**src/rtl/csr_timer_bank_if.sv**
```systemverilog
// CSR access bus for the timer bank.
// Shared address for read and write, masked write data, combinational read data.
interface csr_timer_bank_if;
  logic [13:0] csr_num;
  logic        csr_we;
  logic [31:0] csr_wmask;
  logic [31:0] csr_wvalue;
  logic [31:0] csr_rvalue;

  modport master (
    output csr_num, csr_we, csr_wmask, csr_wvalue,
    input  csr_rvalue
  );

  modport slave (
    input  csr_num, csr_we, csr_wmask, csr_wvalue,
    output csr_rvalue
  );
endinterface

```
**src/rtl/csr_timer_bank.sv**
```systemverilog
// Bank of CSR-mapped down-counting timers with an interrupt status/enable pair.
// Interrupt request and index are registered from IS & LIE.
module csr_timer_bank #(
  parameter int          NUM_TIMERS = 2,
  parameter int          CNT_WIDTH  = 32,
  parameter logic [13:0] BASE_NUM   = 14'h0040
) (
  input  logic                   clk,
  input  logic                   resetn,
  csr_timer_bank_if.slave        csr,
  input  logic [7:0]             hw_int_in,
  input  logic                   crmd_ie,
  output logic                   has_int,
  output logic [3:0]             int_idx
);

  localparam int IW = 10 + NUM_TIMERS;
  localparam logic [CNT_WIDTH-1:0] ONES = '1;
  localparam logic [CNT_WIDTH-1:0] ONE  = CNT_WIDTH'(1);

  logic [CNT_WIDTH-1:0] tcfg  [NUM_TIMERS];
  logic [CNT_WIDTH-1:0] cnt   [NUM_TIMERS];
  logic [CNT_WIDTH-1:0] cfg_m [NUM_TIMERS];
  logic [NUM_TIMERS-1:0] tp;
  logic [NUM_TIMERS-1:0] cfg_we;
  logic [NUM_TIMERS-1:0] clr_we;
  logic [7:0]  hw;
  logic [1:0]  sw;
  logic [IW-1:0] lie;
  logic [IW-1:0] is_vec;
  logic [IW-1:0] pend;
  logic [31:0] lie_m;
  logic [31:0] is_m;
  logic [31:0] rdata;
  logic [3:0]  pend_idx;
  logic        lie_we;
  logic        is_we;
  logic        clr_bit;

  function automatic logic [31:0] merge(
    input logic [31:0] old,
    input logic [31:0] m,
    input logic [31:0] v
  );
    return (m & v) | (~m & old);
  endfunction

  always_comb begin
    cfg_we = '0;
    clr_we = '0;
    for (int i = 0; i < NUM_TIMERS; i++) begin
      cfg_we[i] = csr.csr_we &&
        (csr.csr_num == BASE_NUM + 14'(4 * i));
      clr_we[i] = csr.csr_we &&
        (csr.csr_num == BASE_NUM + 14'(4 * i + 2));
      cfg_m[i] = CNT_WIDTH'(merge(32'(tcfg[i]),
        csr.csr_wmask, csr.csr_wvalue));
    end
  end

  assign lie_we  = csr.csr_we && (csr.csr_num == BASE_NUM + 14'd16);
  assign is_we   = csr.csr_we && (csr.csr_num == BASE_NUM + 14'd17);
  assign lie_m   = merge(32'(lie), csr.csr_wmask, csr.csr_wvalue);
  assign is_m    = merge(32'(sw), csr.csr_wmask, csr.csr_wvalue);
  assign clr_bit = csr.csr_wmask[0] & csr.csr_wvalue[0];
  assign is_vec  = {tp, hw, sw};
  assign pend    = is_vec & lie;

  // A TCFG write with en set restarts the count and wins over counting
  always_ff @(posedge clk or negedge resetn) begin
    if (!resetn) begin
      for (int i = 0; i < NUM_TIMERS; i++) begin
        tcfg[i] <= '0;
        cnt[i]  <= ONES;
      end
      tp <= '0;
    end else begin
      for (int i = 0; i < NUM_TIMERS; i++) begin
        if (cfg_we[i])
          tcfg[i] <= cfg_m[i];
        if (cfg_we[i] && cfg_m[i][0])
          cnt[i] <= {cfg_m[i][CNT_WIDTH-1:2], 2'b00};
        else if (tcfg[i][0] && cnt[i] != ONES) begin
          if (cnt[i] == '0 && tcfg[i][1])
            cnt[i] <= {tcfg[i][CNT_WIDTH-1:2], 2'b00};
          else
            cnt[i] <= cnt[i] - ONE;
        end
        if (tcfg[i][0] && cnt[i] == '0)
          tp[i] <= 1'b1;
        else if (clr_we[i] && clr_bit)
          tp[i] <= 1'b0;
      end
    end
  end

  always_ff @(posedge clk or negedge resetn) begin
    if (!resetn) begin
      hw      <= '0;
      sw      <= '0;
      lie     <= '0;
      has_int <= 1'b0;
      int_idx <= '0;
    end else begin
      hw      <= hw_int_in;
      if (is_we)
        sw <= is_m[1:0];
      if (lie_we)
        lie <= lie_m[IW-1:0];
      has_int <= crmd_ie & (|pend);
      int_idx <= pend_idx;
    end
  end

  always_comb begin
    pend_idx = '0;
    for (int i = 0; i < IW; i++)
      if (pend[i])
        pend_idx = 4'(i);
  end

  always_comb begin
    rdata = '0;
    for (int i = 0; i < NUM_TIMERS; i++) begin
      if (csr.csr_num == BASE_NUM + 14'(4 * i))
        rdata = 32'(tcfg[i]);
      if (csr.csr_num == BASE_NUM + 14'(4 * i + 1))
        rdata = 32'(cnt[i]);
    end
    if (csr.csr_num == BASE_NUM + 14'd16)
      rdata = 32'(lie);
    if (csr.csr_num == BASE_NUM + 14'd17)
      rdata = 32'(is_vec);
  end

  assign csr.csr_rvalue = rdata;

endmodule
```
**src/flat_wrapper.sv**
```systemverilog
// flat-port wrapper written by rule: the top's interface ports become plain ports
module csr_timer_bank_flat 
#(
  parameter int          NUM_TIMERS = 2,
  parameter int          CNT_WIDTH  = 32,
  parameter logic [13:0] BASE_NUM   = 14'h0040
)
  (clk, resetn, hw_int_in, crmd_ie, has_int, int_idx, csr_csr_num, csr_csr_we, csr_csr_wmask, csr_csr_wvalue, csr_csr_rvalue);
  csr_timer_bank_if csr_i ();
  input  logic clk;
  input  logic resetn;
  input  logic [7:0] hw_int_in;
  input  logic crmd_ie;
  output logic has_int;
  output logic [3:0] int_idx;
  input wire logic [$bits(csr_i.csr_num)-1:0] csr_csr_num;
  input wire logic [$bits(csr_i.csr_we)-1:0] csr_csr_we;
  input wire logic [$bits(csr_i.csr_wmask)-1:0] csr_csr_wmask;
  input wire logic [$bits(csr_i.csr_wvalue)-1:0] csr_csr_wvalue;
  output wire logic [$bits(csr_i.csr_rvalue)-1:0] csr_csr_rvalue;
  assign csr_i.csr_num = csr_csr_num;
  assign csr_i.csr_we = csr_csr_we;
  assign csr_i.csr_wmask = csr_csr_wmask;
  assign csr_i.csr_wvalue = csr_csr_wvalue;
  assign csr_csr_rvalue = csr_i.csr_rvalue;
  csr_timer_bank #(.NUM_TIMERS(NUM_TIMERS), .CNT_WIDTH(CNT_WIDTH), .BASE_NUM(BASE_NUM)) u_core (.clk(clk), .resetn(resetn), .csr(csr_i), .hw_int_in(hw_int_in), .crmd_ie(crmd_ie), .has_int(has_int), .int_idx(int_idx));
endmodule
```
**config.mk**
```make
export PLATFORM = sky130hd
export DESIGN_NAME = csr_timer_bank_flat
export DESIGN_NICKNAME = d
export VERILOG_FILES = /design/src/rtl/csr_timer_bank_if.sv /design/src/rtl/csr_timer_bank.sv /design/src/flat_wrapper.sv
export SDC_FILE = /design/constraint.sdc
export NUM_CORES = 1
export LEC_CHECK = 0
export BUFFER_PORTS_ARGS = -buffer_cell sky130_fd_sc_hd__buf_2
export CORE_MARGIN = 2
export CORE_UTILIZATION = 40
export CTS_CLUSTER_DIAMETER = 80
export DETAILED_ROUTE_END_ITERATION = 10
export SYNTH_ARGS = -nofsm -noshare
export SYNTH_HDL_FRONTEND = slang
export SYNTH_SLANG_ARGS = --single-unit
```
**constraint.sdc**
```tcl
create_clock -name clk -period 4.35 [get_ports clk]
set_input_delay 0.6525 -clock clk [delete_from_list [all_inputs] [get_ports clk]]
set_output_delay 0.6525 -clock clk [all_outputs]
set_load 0.05 [all_outputs]
```
==> impl_metrics.json <==
{
  "synth_edf_count": 0,
  "critPathArrivalTime_ns": 3.19,
  "grt_pass1_vias": 9436,
  "overflow": 0,
  "hold_path.class": "input pin to async pin",
  "finalNonFillerCells": 1586,
  "cts.clk_slew.worst_paths_ns": 0.07,
  "dr.first_iter.drc_count": 1174,
  "p_sw_uw": 850.6,
  "cts_buffers": 17,
  "r2r_cells": 9,
  "place_inst": 1554,
  "irDropWorstVdd_v": 0.0002517,
  "track_usage_pct": 29.77,
  "cts.sinks": 157,
  "intPower_mw": 2.369,
  "leakage_nw": 5.129,
  "relSlewSlack_pct": 21.50,
  "path_class": "input pin to output port",
  "nFillCells": 2507,
  "fmax_mhz": 260.0,
  "cts_resized": 0,
  "startpoint": "csr_csr_num[9]",
  "crit_chain": "buf_2 -> or4_1 -> or2_1 -> nor3_2 -> buf_4 -> a22oi_1 -> nand2_1 -> buf_2",
  "r2r_setup_slack_ns": 1.01,
  "slowest_delay_ns": 0.59,
  "p_seq_share_pct": 46.1,
  "met3_usage_pct": 7.218,
  "via_count": 10210,
  "synth_seq_cells": 157,
  "ys_types": 71,
  "crit_end": "csr_csr_rvalue[26]",
  "syn_area_per_cell_um2": 9.023,
  "ys_seq_area_share_pct": 38.60,
  "ctsHtreeMaxLevel": 4,
  "grt_pass1_wl_um": 60540,
  "top_usage_layer": "met2",
  "reg2reg_from": "u_core.cnt[0]",
  "worst_pin_slew_ns": 1.169,
  "cts_setup_buffers": 0,
  "clockPowerShare_pct": 48.0,
  "yosys_most_used_dff": "dfrtp_1",
  "period_needed_ns": 3.846,
  "dieWidth_um": 165.1,
  "synthArstFlopShare_pct": 100.0,
  "routed_wl_um": 40250,
  "final_nets": 1337,
  "r2r-end": "u_core.cnt[2]",
  "synthCells": 1151,
  "drv_cap": 0,
  "diodes": 0,
  "start_util_pct": 41.00,
  "dr.pass1.iters": 6,
  "comb_power_share_pct": 5.9,
  "cts_tree": "done",
  "gp_congestion": 0.9891,
  "synth_top_cell_area_share_pct": 22.41,
  "hold_buffers": 0,
  "hold_viol_final": 0,
  "dieArea_um2": 27270,
  "post-route-period-util_pct": 88.41,
  "cts_root_buf": "clkbuf_16",
  "rows": 58,
  "path_max_fanout": 13,
  "tns_ns": 0,
  "drv_slew": 0,
  "grt_max_degree": 75,
  "yosysTopAreaCell": "dfrtp_1",
  "yosysWarnings": 0,
  "synth_area_leaders": "dfrtp_1 22%, dfstp_2 16%, mux2_1 7.9%, mux2i_1 6.3%, nand2_1 5.9%",
  "crit_required_ns": 3.70,
  "slowest_stage": "or4_1",
  "clock_skew_ns": 0.01272,
  "crit_top_cell": "buf_2",
  "use_met2_pct": 44.00,
  "rsz0062_at_grt": "false",
  "gr-usage-met1_pct": 43.75,
  "die_h_um": 165.1,
  "sw_frac_of_total_pct": 26.42,
  "core_um2": 25330,
  "dpl.hpwl_um": 29700,
  "ant_nets": 0,
  "start_kind": "input pin",
  "io_pins": 127,
  "status": "finished clean",
  "wl_per_cell_um": 25.38,
  "clock_path_buffers": 2,
  "p_per_area_nw_per_um2": 269.8,
  "grt_antenna_before_repair": 0,
  "port_buffers": 126,
  "synth_nets": 1245,
  "netlist_area_um2": 10380,
  "vias_per_cell": 6.439,
  "worst_setup_path_end_kind": "output port",
  "clock_latency_ns": 0.44,
  "drc": 0,
  "setup_viol": 0,
  "syn_to_final_growth_pct": 14.92,
  "drive_gt1_share_pct": 21.58
}
-- layer usage --
layer / wire, um / vias up
met2: 17880 / 490
li1: - / 4538
met5: 0 / -
met1: 17750 / 5119
met4: 806 / 0
met3: 3812 / 65
-- cells in the mapped netlist, types with 4 or more instances --
cell         n
dfrtp_1     93
o211ai_1    17
mux2_1      73
and4_1       5
o211a_1      6
inv_1       11
or4_1       15
nor2_1      56
nor3_1      37
dfstp_2     64
o21ai_0     28
buf_2        5
nand3_1     34
xor2_1      13
clkbuf_1    70
o31ai_1      6
or3_1       11
nor4_1      16
and3_1      11
mux2i_1     65
nor4_2       4
a31o_1       4
o21a_1       4
o221ai_1     7
nand2b_1     4
a22oi_1     58
o2bb2ai_1    4
a21oi_1     46
a211oi_1    21
a31oi_1     27
ha_1         4
a211o_1      4
nand4_1     37
o41ai_1      6
mux2_2       5
xnor2_1      9
nor2b_1     21
nand2_1    163
o21ai_1     35
-- through the flow --
| step | hold slack [ns] | cell area, um^2 | total power [mW] | setup slack [ns] | util, % |
|---|---|---|---|---|---|
| floorplan | 0.3569 | 10390 | 1.555 | 0.5221 | - |
| global placement | 0.5179 | 11350 | 1.696 | 0.5483 | 44.82 |
| detailed placement | 0.5274 | 11350 | 1.697 | 0.5187 | 44.82 |
| CTS | 0.2701 | 11930 | 3.230 | 0.5116 | 47.12 |
| global route | 0.2859 | 11930 | 3.296 | 0.4476 | 47.12 |
| finish | 0.2339 | 11930 | 3.220 | 0.5040 | 47.12 |
-- cells in the final DEF, fill, tap and decap left out, types with 5 or more instances in the layout --
cell and instances:
a211oi_1 21, a21oi_1 46, a22oi_1 58, a31oi_1 27, and3_1 11, and4_1 5
buf_2 125, buf_4 27, clkbuf_16 17, dfrtp_1 93, dfstp_2 64, inv_1 11
inv_6 5, mux2_1 73, mux2_2 5, mux2i_1 65, nand2_1 163, nand3_1 33
nand4_1 37, nor2_1 56, nor2b_1 21, nor3_1 33, nor3_2 5, nor4_1 16
o211a_1 6, o211ai_1 17, o21ai_0 28, o21ai_1 34, o221ai_1 7, o31ai_1 6
o41ai_1 6, or3_1 11, or4_1 15, xnor2_1 9, xor2_1 13
-- worst min path at each step --
stage / from / end / slack (ns) / cells past startpoint
after floorplan: resetn / async pin / 0.36 / 0
after global placement: register / register / 0.52 / 1
after detailed placement: register / register / 0.53 / 1
after CTS: resetn / u_core.tcfg[27] / 0.27 / 1
after global routing: resetn / u_core.tcfg[57] / 0.29 / 1
final: resetn / u_core.tcfg[27] / 0.23 / 1
-- area by class of cell --
cell class / count / area, um^2 / share of cell area [%]
sequential: 157 / 4009 / 33.59
clock inverter: 12 / 126.4 / 1.059
tap: 330 / 412.9 / 3.460
multi-input combinational: 903 / 6048 / 50.68
timing repair buffer: 153 / 839.6 / 7.035
inverter: 11 / 41.29 / 0.3460
clock buffer: 20 / 456.7 / 3.827
-- power groups by stage --
stage | Combinational (mW) | Clock (mW) | Sequential, mW
floorplan | 0.0517 | 0 | 1.50
CTS | 0.190 | 1.56 | 1.48
global placement | 0.188 | 0 | 1.51
finish | 0.191 | 1.55 | 1.48
detailed placement | 0.189 | 0 | 1.51
global route | 0.205 | 1.61 | 1.48
-- cells by family (layout without fill, tap and decap cells) --
family | count (synthesis) | in the layout | synth area share, %
XOR/XNOR | 22 | 22 | 1.855
buffers and inverters | 91 | 196 | 3.494
AO/OA/AOI/OAI | 299 | 299 | 19.64
adder cells (fa/ha/maj) | 4 | 4 | 0.4819
flip-flops | 157 | 157 | 38.60
multiplexers | 143 | 143 | 14.72
AND/OR/NAND/NOR | 435 | 435 | 21.20
-- worst max-delay path: cells and delay by family --
kind	cells	cell delay, ns
AND/OR/NAND/NOR	4	1.71
buffers and inverters	3	0.71
AO/OA/AOI/OAI	1	0.11
Power figures use the tool's default switching activity.
